$ cat config.mk
export PLATFORM = sky130hd
export DESIGN_NAME = sound_pwm_output
export DESIGN_NICKNAME = d
export VERILOG_FILES = /design/src/rtl/sound_pwm_output.sv
export SDC_FILE = /design/constraint.sdc
export NUM_CORES = 1
export LEC_CHECK = 0
export BUFFER_PORTS_ARGS = -buffer_cell sky130_fd_sc_hd__buf_2
export CAP_MARGIN = 5
export CORE_ASPECT_RATIO = 0.7
export CORE_UTILIZATION = 35
export DETAILED_ROUTE_END_ITERATION = 12
export PLACE_DENSITY = 0.55
export SETUP_SLACK_MARGIN = 0.3
export SLEW_MARGIN = 20
export SYNTH_ARGS = -nofsm -noshare
export SYNTH_HDL_FRONTEND = slang
export SYNTH_SLANG_ARGS = --single-unit
$ cat constraint.sdc
create_clock -name clk -period 4.7 [get_ports clk]
set_clock_uncertainty 0.1 [all_clocks]
set_input_delay 0.235 -clock clk [delete_from_list [all_inputs] [get_ports clk]]
set_output_delay 0.235 -clock clk [all_outputs]
set_load 0.01 [all_outputs]
$ cat src/rtl/sound_pwm_output.sv
// sound_pwm_output
//   Converts an unsigned audio sample into a pulse-width-modulated speaker
//   drive. A free-running N-bit counter defines the PWM period; once per
//   period (when the counter reaches all-ones) a new sample is captured,
//   scaled by the volume setting and by a soft-start gain g (0..4), and
//   loaded as the duty cycle for the next period. The gain ramps up or down
//   by one step per period so enabling/disabling the output never pops.
//
// Ports
//   clk          system clock, all state updates on the rising edge
//   rst          synchronous active-high reset
//   sample_i     unsigned N-bit audio sample (from the sound generator)
//   enable_i     request sound output, level-sensitive
//   volume_i     0 = mute, 1 = sample>>2, 2 = sample>>1, 3 = full scale
//   pwm_o        PWM drive for the speaker pin
//   sample_req_o one-cycle pulse in the cycle sample_i is captured
//   active_o     high whenever the ramp FSM is not idle
module sound_pwm_output #(
  parameter int N = 8
) (
  input  logic         clk,
  input  logic         rst,
  input  logic [N-1:0] sample_i,
  input  logic         enable_i,
  input  logic [1:0]   volume_i,
  output logic         pwm_o,
  output logic         sample_req_o,
  output logic         active_o
);

  localparam logic [1:0] IDLE      = 2'd0;
  localparam logic [1:0] RAMP_UP   = 2'd1;
  localparam logic [1:0] RUN       = 2'd2;
  localparam logic [1:0] RAMP_DOWN = 2'd3;

  localparam logic [2:0] G_MAX = 3'd4;

  logic [N-1:0] cnt;
  logic [N-1:0] duty_q;
  logic [2:0]   g;
  logic [1:0]   state;

  logic         boundary;
  logic [2:0]   g_next;
  logic [1:0]   state_next;
  logic [N-1:0] scaled;
  logic [N+2:0] product;
  logic [N-1:0] duty_next;
  logic         unused_product_bits;

  // The last count of each period is the only cycle in which inputs matter.
  assign boundary = (cnt == {N{1'b1}});

  // Gain ramp FSM. RAMP_UP and RAMP_DOWN behave identically for a given
  // enable level; the state only records the direction of the last step.
  // The guards on g keep it inside 0..4 even if it were somehow out of step
  // with the state.
  always_comb begin
    g_next     = g;
    state_next = state;
    case (state)
      IDLE: begin
        if (enable_i) begin
          g_next     = 3'd1;
          state_next = RAMP_UP;
        end else begin
          g_next     = 3'd0;
          state_next = IDLE;
        end
      end
      RAMP_UP, RAMP_DOWN: begin
        if (enable_i) begin
          if (g >= G_MAX - 3'd1) begin
            g_next     = G_MAX;
            state_next = RUN;
          end else begin
            g_next     = g + 3'd1;
            state_next = RAMP_UP;
          end
        end else begin
          if (g <= 3'd1) begin
            g_next     = 3'd0;
            state_next = IDLE;
          end else begin
            g_next     = g - 3'd1;
            state_next = RAMP_DOWN;
          end
        end
      end
      RUN: begin
        if (enable_i) begin
          g_next     = G_MAX;
          state_next = RUN;
        end else begin
          g_next     = G_MAX - 3'd1;
          state_next = RAMP_DOWN;
        end
      end
      default: begin
        g_next     = 3'd0;
        state_next = IDLE;
      end
    endcase
  end

  // Duty for the next period: (volume-scaled sample * g) / 4. The product is
  // kept at full N+3 width so nothing is lost before the final shift; with
  // g <= 4 the shifted result always fits back into N bits.
  always_comb begin
    scaled = '0;
    case (volume_i)
      2'd3:    scaled = sample_i;
      2'd2:    scaled = sample_i >> 1;
      2'd1:    scaled = sample_i >> 2;
      default: scaled = '0;
    endcase
    product   = {3'b000, scaled} * {{N{1'b0}}, g_next};
    duty_next = product[N+1:2];
  end

  assign unused_product_bits = ^{product[N+2], product[1:0]};

  // Counter runs in every state; gain, state and duty only change at the
  // period boundary. Reset wins over a coincident boundary update.
  always_ff @(posedge clk) begin
    if (rst) begin
      cnt    <= '0;
      duty_q <= '0;
      g      <= 3'd0;
      state  <= IDLE;
    end else begin
      cnt <= cnt + 1'b1;
      if (boundary) begin
        g      <= g_next;
        state  <= state_next;
        duty_q <= duty_next;
      end
    end
  end

  assign pwm_o        = (cnt < duty_q);
  assign sample_req_o = boundary;
  assign active_o     = (state != IDLE);

endmodule
==> impl_summary.txt, run 1 <==
----------------------------------------------------
[Status]
  Result of the run ... complete, no violations

[Floorplanning]
  Initial core utilization ... 0.365
  Horizontal die dimension ... about 91 um
  Height of the die ... approximately 64 um
  Placeable Area ... 5290 um^2
  Std cell rows ... 22
  Number of top-level design ports ... 16
  Overall die area ... ~5800 um^2

[Finish]
  Antenna diodes ... 0
  Most used cells in the layout excluding fill and tap cells ... sky130_fd_sc_hd__nand2_1, sky130_fd_sc_hd__inv_1, sky130_fd_sc_hd__nor2_1, sky130_fd_sc_hd__dfxtp_1
  Layout net count ... ~300
  Area growth syn-to-layout ... 9.34%
  Ratio of cells with drive above 1 in the final layout ... 0.133

[Placement]
  Worst setup slack before clock tree synthesis ... about 0.75 ns
  Detailed Place HPWL ... 2.94 mm
  Weighted congestion reported at the end of routability-driven placement ... 0.756
  Input/output buffers ... 15

[Synthesis]
  Number of distinct standard cells referenced by the synthesized netlist ... 50
  Syn avg cell area ... roughly 7.9 um^2
  Sequential fraction of the synthesis area ... 0.218
  Mapped Area ... around 1900 um^2
  Asr flop ratio synth ... 0
  Synthesis Warnings ... 0
  Post-Syn Nets ... ~280
  Number of enable-type register cells in the synthesized netlist ... 0
  Most used flip-flop cell after synthesis ... sky130_fd_sc_hd__dfxtp_1
  Post-Syn Instances ... 244
  Flip-flop and latch count after synthesis ... 21

[Global routing]
  Gr usage total ... 0.141
  Vias in the first global route ... approximately 1600
  Maximum number of pins on one net before global-route repair ... 25
  Remaining global-route overflow ... 0
  Wire length of the first global-routing pass ... ~6.8 mm
  Initial antenna violation count ... 0

[Setup path]
  Worst reg-to-reg setup slack ... 0.74 ns
  Type of the worst setup path ... reg -> reg
  Biggest fanout along the worst timing path ... 8
  R2R Path Start ... g[0]
  Crit path capture type ... register
  Arrival time worst endpoint ... roughly 4 ns
  Crit path required time ... 4.78 ns
  Destination of the worst register-to-register timing path ... duty_q[7]
  FF-to-FF path depth ... 16
  Startpoint types ... register

[Drt]
  Remaining DRCs ... 0
  First-pass detailed-route iteration total ... 4
  Total wirelength of the detailed-routed design ... between 3 and 4 mm
  Detailed-route vias per instance ... approximately 4.8
  Via count ... about 1600
  Number of DRC markers after the initial detailed-route iteration ... 68
  Number of nets with antenna violations after detailed routing ... 0
  Average detailed-routed wire length per instance ... around 11 um

[Run]
  Max Cap Viol ... 0

[Clocking]
  Skew-Pair Late Insertion Delay ... approximately 0.25 ns
  TritonCTS Sinks ... 21
  Total clock buffers created by CTS ... 3
  Max clock buf depth ... 2
  Maximum level of the CTS H-tree ... 1
  Clock tree from TritonCTS ... yes
  Cell at the root of the clock tree ... sky130_fd_sc_hd__clkbuf_8
  PostCTS Resize Cnt ... 0
  Clock transition time at the flip-flop clock pins of the worst setup and hold paths ... around 0.070 ns
  Number of buffers added to fix hold violations after cts ... 0
  Post-CTS Setup Bufs ... 0

[Pwr]
  Power density relative to cell area ... roughly 170 nW/um^2
  Largest voltage drop on the vdd net ... approximately 87 uV
  Static leakage ... between 0.8 and 0.9 nW

[Worst hold path]
  Worst hold start ... rst
  Hold-critical path depth ... 2
  Endpoint of the worst hold path ... cnt[5]
  Classification of the worst-slack hold path ... in -> reg

[STA]
  Max Transition Viols Final ... 0
  Worst slew pin tran ... a little under 0.6 ns
  Setup repair after global routing missed its margin ... no
  Rel. slew slack ... 0.610
  Summed negative setup slack over all endpoints ... 0 ns
  Minimum setup slack in the final design ... 0.741 ns
  Final-report hold violation count ... 0
  Worst-case hold slack ... 0.300 ns
  Portion of the clock cycle consumed by the worst path in the final layout ... 0.842
  Highest attainable clock frequency ... between 200 and 300 MHz
  Final setup vio count ... 0
  Post-route minimum period ... between 3 and 4 ns

----------------------------------------------------
==> sequential cells by signal (all words and copies together) (netlist names), named ones only <==
name / flops
cnt: 8
duty_q: 8
g: 3
state: 1
==> cell families (layout without fill, tap and decap cells) <==
family | Yosys count | in the layout | share of synthesized area
and+or+nand+nor | 87 | 87 | 0.222
AOI/OAI and AO/OA | 55 | 55 | 0.197
muxes | 7 | 7 | 0.0389
buffers and inverters | 36 | 47 | 0.0720
xor gates and xnor gates | 11 | 11 | 0.0500
DFF | 21 | 21 | 0.218
adders and majority gates | 27 | 27 | 0.202
==> layer usage <==
layer | global-route usage | routed length [um] | up-vias
met2 | 0.225 | 1500 | 7
li1 | - | - | 850
met3 | 0.0250 | 53 | 2
met5 | 0 | 0 | -
met4 | 0.0181 | 8 | 0
met1 | 0.203 | 2090 | 718
==> worst max path at each step <==
stage | startpoint | slack, ns | cells after the start | endpoint
after floorplan | g[0] | 1.18 | 16 | duty_q[7]
after global placement | g[1] | 0.80 | 16 | duty_q[7]
after detailed placement | g[0] | 0.75 | 16 | duty_q[7]
after CTS | g[1] | 0.72 | 16 | duty_q[7]
after global routing | g[1] | 0.46 | 16 | duty_q[7]
final | g[0] | 0.74 | 16 | duty_q[7]
==> cells in the mapped netlist, types with 2 or more instances <==
library cell	instances	area share
sky130_fd_sc_hd__ha_1	20	0.13
sky130_fd_sc_hd__nor2_1	25	0.049
sky130_fd_sc_hd__fa_1	7	0.073
sky130_fd_sc_hd__nand4_1	2	0.0065
sky130_fd_sc_hd__xnor2_1	6	0.027
sky130_fd_sc_hd__a211oi_1	6	0.023
sky130_fd_sc_hd__nand3_1	6	0.016
sky130_fd_sc_hd__dfxtp_1	21	0.22
sky130_fd_sc_hd__nor2b_1	7	0.023
sky130_fd_sc_hd__a22o_1	2	0.0091
sky130_fd_sc_hd__inv_1	26	0.051
sky130_fd_sc_hd__nand2b_1	3	0.0097
sky130_fd_sc_hd__a21o_1	2	0.0078
sky130_fd_sc_hd__mux2i_1	3	0.016
sky130_fd_sc_hd__a21oi_1	20	0.052
sky130_fd_sc_hd__xor2_1	5	0.023
sky130_fd_sc_hd__o21ai_1	6	0.016
sky130_fd_sc_hd__mux2_2	3	0.018
sky130_fd_sc_hd__nor3_1	3	0.0078
sky130_fd_sc_hd__nand2_1	26	0.051
sky130_fd_sc_hd__buf_2	3	0.0078
sky130_fd_sc_hd__clkbuf_1	6	0.012
sky130_fd_sc_hd__and2_1	4	0.013
sky130_fd_sc_hd__o21ai_0	4	0.010
sky130_fd_sc_hd__a211oi_2	3	0.019
==> worst max-delay path, stage by stage, from the launching register on <==
cell and delay [ns]:
sky130_fd_sc_hd__dfxtp_1 0.38, sky130_fd_sc_hd__ha_1 0.23, sky130_fd_sc_hd__ha_1 0.17, sky130_fd_sc_hd__a21o_1 0.18
sky130_fd_sc_hd__nor2_1 0.14, sky130_fd_sc_hd__a21oi_1 0.10, sky130_fd_sc_hd__a21oi_2 0.32, sky130_fd_sc_hd__nand2_1 0.13
sky130_fd_sc_hd__fa_1 0.59, sky130_fd_sc_hd__inv_1 0.06, sky130_fd_sc_hd__ha_1 0.32, sky130_fd_sc_hd__a211oi_2 0.28
sky130_fd_sc_hd__o211ai_1 0.16, sky130_fd_sc_hd__a31oi_1 0.22, sky130_fd_sc_hd__xor2_1 0.19, sky130_fd_sc_hd__xnor2_1 0.10
sky130_fd_sc_hd__a211oi_2 0.20
==> stage by stage <==
step / cell area (um^2) / util / power (mW) / instances
floorplan: 1930 / - / 0.225 / 244
global placement: 2060 / 0.390 / 0.242 / 323
detailed placement: 2060 / 0.390 / 0.242 / 323
CTS: 2110 / 0.399 / 0.357 / 327
global route: 2110 / 0.399 / 0.373 / 327
finish: 2110 / 0.399 / 0.352 / 327
==> report_power, final <==
group	internal (mW)	leakage, nW	switching [mW]
Clock	0.0603	0.0228	0.0545
Sequential	0.180	0.170	0.00255
Combinational	0.0237	0.685	0.0313
==> final cells by class <==
type | instances | area (um^2)
Multi-Input combinational cell | 187 | 1370
Timing Repair Buffer | 16 | 82.6
Clock buffer | 4 | 45.0
Tap cell | 72 | 90.1
Sequential cell | 21 | 420
Inverter | 27 | 101
Fill cell | 558 | 3180
Power figures use the tool's default switching activity.
==> inputs of run 2 (changes only) <==
Settings changed: ABC_AREA set to 1, PLACE_DENSITY 0.55 to 0.57.
Clock period 4.7 ns to 3.41 ns, I/O delays scaled along.
==> impl_summary.txt, run 2 <==
----------------------------------------------------
[Status]
  Result of the run ... complete, no violations

[Clocking]
  TritonCTS Sinks ... 21 (unchanged)
  Number of buffers added to fix hold violations after cts ... 0 (unchanged)
  Clock transition time at the flip-flop clock pins of the worst setup and hold paths ... 0.08 ns (about the same)
  Max clock buf depth ... 2 (unchanged)
  Maximum level of the CTS H-tree ... 1 (unchanged)
  Total clock buffers created by CTS ... 3 (unchanged)
  Cell at the root of the clock tree ... sky130_fd_sc_hd__clkbuf_8
  Skew-Pair Late Insertion Delay ... 0.26 ns (about the same)
  Clock tree from TritonCTS ... yes

[Synthesis]
  Number of distinct standard cells referenced by the synthesized netlist ... 30 (-40%)
  Post-Syn Nets ... 324 (+14%)
  Mapped Area ... 1910 um^2 (-1.2%)
  Most used flip-flop cell after synthesis ... sky130_fd_sc_hd__dfxtp_1
  Dominant cells by area after synthesis ... sky130_fd_sc_hd__dfxtp_1, sky130_fd_sc_hd__inv_1, sky130_fd_sc_hd__ha_1, sky130_fd_sc_hd__nand2_1, sky130_fd_sc_hd__fa_1
  Synthesis Warnings ... 0 (unchanged)
  Flip-flop and latch count after synthesis ... 21 (unchanged)
  Syn avg cell area ... 6.71 um^2 (-15%)
  Sequential fraction of the synthesis area ... 0.221 (+0.00258)
  Library cell occupying the most area in the post-synthesis netlist ... sky130_fd_sc_hd__dfxtp_1
  Post-Syn Instances ... 284 (+16%)
  Synth top cells by count ... sky130_fd_sc_hd__inv_1, sky130_fd_sc_hd__nand2_1, sky130_fd_sc_hd__a21oi_1
  Most instantiated library cell after synthesis ... sky130_fd_sc_hd__inv_1
  Asr flop ratio synth ... 0 (unchanged)
  Number of enable-type register cells in the synthesized netlist ... 0 (unchanged)
  Area share of the largest cell type after synthesis ... 0.221 (+0.00258)

[Placement]
  Weighted congestion reported at the end of routability-driven placement ... 0.809 (+7.1%)
  Placed Area ... 2130 um^2 (+3.5%)
  Input/output buffers ... 15 (unchanged)
  Detailed Place HPWL ... 3.12 mm (+5.9%)

[Worst hold path]
  Classification of the worst-slack hold path ... in -> reg

[Setup path]
  Arrival time worst endpoint ... 3.51 ns (-0.53 ns)
  Startpoint types ... register
  Type of the worst setup path ... reg -> reg
  Crit path required time ... 3.51 ns (-1.27 ns)
  Biggest fanout along the worst timing path ... 6 (-2)
  Crit path capture type ... register
  Worst reg-to-reg setup slack ... 0.005 ns (-0.74 ns)

[Pwr]
  Largest voltage drop on the vdd net ... 134 uV (+53%)
  Power consumption ... 507 uW (+44%)
  Power density relative to cell area ... 201 nW/um^2 (+20%)
  Static leakage ... 1.27 nW (+45%)

[Finish]
  Area growth syn-to-layout ... 32.2%
  Commonest non-fill, non-tap cell in the layout ... sky130_fd_sc_hd__inv_1
  Share of the core filled with cells in the final layout ... 0.482 (+0.0829)
  Layout net count ... 377 (+27%)
  Ratio of cells with drive above 1 in the final layout ... 0.304 (+0.170)
  Antenna diodes ... 0 (unchanged)
  Most used cells in the layout excluding fill and tap cells ... sky130_fd_sc_hd__inv_1, sky130_fd_sc_hd__nand2_1, sky130_fd_sc_hd__buf_4, sky130_fd_sc_hd__nor2_1, sky130_fd_sc_hd__a21oi_1
  Biggest registers after layout ... cnt (8), duty_q (8), g (3)
  Layout Cell Area excl Fill ... 2520 um^2 (+20%)

[Drt]
  Detailed-route vias per instance ... 4.66 (-3.3%)
  Number of nets with antenna violations after detailed routing ... 0 (unchanged)
  Met3 Routed Length ... 192 um (+260%)
  Via count ... 1903 (+21%)
  Remaining DRCs ... 0 (unchanged)
  Uppermost layer routed ... met4
  Total wirelength of the detailed-routed design ... 4.43 mm (+21%)
  Number of DRC markers after the initial detailed-route iteration ... 68 (unchanged)
  First-pass detailed-route iteration total ... 4 (unchanged)
  Routed length on met2 ... 1.90 mm (+27%)
  Average detailed-routed wire length per instance ... 10.8 um (-2.9%)
  Met1 WL ... 2.24 mm (+7.2%)

[STA]
  Rel. slew slack ... 0.729 (+0.119)
  Worst slew pin tran ... 0.406 ns (-0.177 ns)
  Max Transition Viols Final ... 0 (unchanged)
  Setup repair after global routing missed its margin ... yes
  Final-report hold violation count ... 0 (unchanged)
  Summed negative setup slack over all endpoints ... 0 ns (unchanged)
  Portion of the clock cycle consumed by the worst path in the final layout ... 0.999 (+0.156)
  Highest attainable clock frequency ... 294 MHz (+16%)
  Final setup vio count ... 0 (unchanged)
  Post-route minimum period ... 3.41 ns (-0.554 ns)

[Floorplanning]
  Number of top-level design ports ... 16 (unchanged)
  Std cell rows ... 22 (unchanged)
  Height of the die ... 63.7 um (-0.57%)
  Placeable Area ... 5230 um^2 (-1.0%)
  Initial core utilization ... 0.364 (-0.000466)
  Overall die area ... 5750 um^2 (-1.1%)
  Horizontal die dimension ... 90.2 um (-0.57%)

[Global routing]
  Gr usage total ... 0.165 (+0.0237)
  Initial antenna violation count ... 0 (unchanged)
  Maximum number of pins on one net before global-route repair ... 15 (-40%)
  Remaining global-route overflow ... 0 (unchanged)
  Wire length of the first global-routing pass ... 7.85 mm (+15%)
  Vias in the first global route ... 1810 (+17%)

[Run]
  Max Cap Viol ... 0 (unchanged)

----------------------------------------------------
[run 2: cell types whose count changed after synthesis, sizes merged, moves of 5 or more]
cell / change
o21ai: +14
inv: +42
nor2b: -7
xnor2: -6
nand2: +25
a21oi: +7
nand3: +5
a211oi: -8
[run 2: logic make-up after synthesis]
group | synth area share
buffers and inverters | 0.150
adders and majority gates | 0.205
xor gates and xnor gates | 0.0230
and+or+nand+nor | 0.218
AOI/OAI and AO/OA | 0.184
DFF | 0.221
[run 2: where the power goes]
| part | internal [mW] | leakage, nW | switching, mW | total, mW |
|---|---|---|---|---|
| clock | 0.0815 | 0.0255 | 0.0839 | 0.165 |
| sequential | 0.246 | 0.171 | 0.00291 | 0.249 |
| combinational | 0.0420 | 1.08 | 0.0500 | 0.0920 |
| total | 0.370 | 1.27 | 0.137 | 0.507 |
[run 2: metrics by stage]
step	setup slack [ns]	hold WS, ns	cells
2_1_floorplan	0.248	0.212	284
5_1_grt	-0.145	0.152	408
4_1_cts	0.114	0.126	402
3_3_place_gp	-0.0530	0.353	372
3_5_place_dp	-0.0913	0.360	372
6_report	0.00500	0.139	408
[run 2: routing by layer]
layer	vias to the layer above	global-route usage
met1	840	0.227
met3	11	0.0345
met4	0	0.0464
met2	43	0.262
li1	1009	-
met5	-	0
[run 2: final timing paths]
path / startpoint / cells after the start / to
hold / removal: enable_i / 3 / register
setup / recovery: g[0] / 24 / state[0]
setup reg to reg: g[0] / 24 / state[0]
hold reg to reg: cnt[0] / 1 / cnt[0]
[run 2: final cells by class]
| cell class | instances | area [um^2] |
|---|---|---|
| tap | 72 | 90.1 |
| inverter | 69 | 267 |
| timing repair buffer | 52 | 360 |
| sequential | 21 | 428 |
| clock inverter | 1 | 5.00 |
| clock buffer | 3 | 41.3 |
| fill | 524 | 2710 |
| multi-input combinational | 190 | 1330 |
[run 2: timing repair]
item,in CTS,in global routing
endpoints found under the setup margin,5,7
pin swaps,20,15
gates resized for setup,21,11
setup buffers,26,6
[run 2: worst max-delay path, cell delays in order (launching register included)]
cell and delay [ns]:
sky130_fd_sc_hd__dfxtp_4 0.37, sky130_fd_sc_hd__ha_4 0.16, sky130_fd_sc_hd__ha_4 0.15, sky130_fd_sc_hd__inv_2 0.05, sky130_fd_sc_hd__nand4_1 0.12, sky130_fd_sc_hd__buf_4 0.16
sky130_fd_sc_hd__buf_4 0.12, sky130_fd_sc_hd__buf_4 0.12, sky130_fd_sc_hd__buf_4 0.12, sky130_fd_sc_hd__buf_4 0.12, sky130_fd_sc_hd__buf_4 0.12, sky130_fd_sc_hd__buf_4 0.12
sky130_fd_sc_hd__buf_4 0.13, sky130_fd_sc_hd__buf_4 0.12, sky130_fd_sc_hd__buf_4 0.12, sky130_fd_sc_hd__buf_4 0.13, sky130_fd_sc_hd__buf_4 0.13, sky130_fd_sc_hd__buf_4 0.13
sky130_fd_sc_hd__buf_4 0.13, sky130_fd_sc_hd__buf_4 0.12, sky130_fd_sc_hd__buf_4 0.12, sky130_fd_sc_hd__buf_4 0.12, sky130_fd_sc_hd__nand3_1 0.07, sky130_fd_sc_hd__nand2_1 0.07
sky130_fd_sc_hd__a21oi_2 0.12
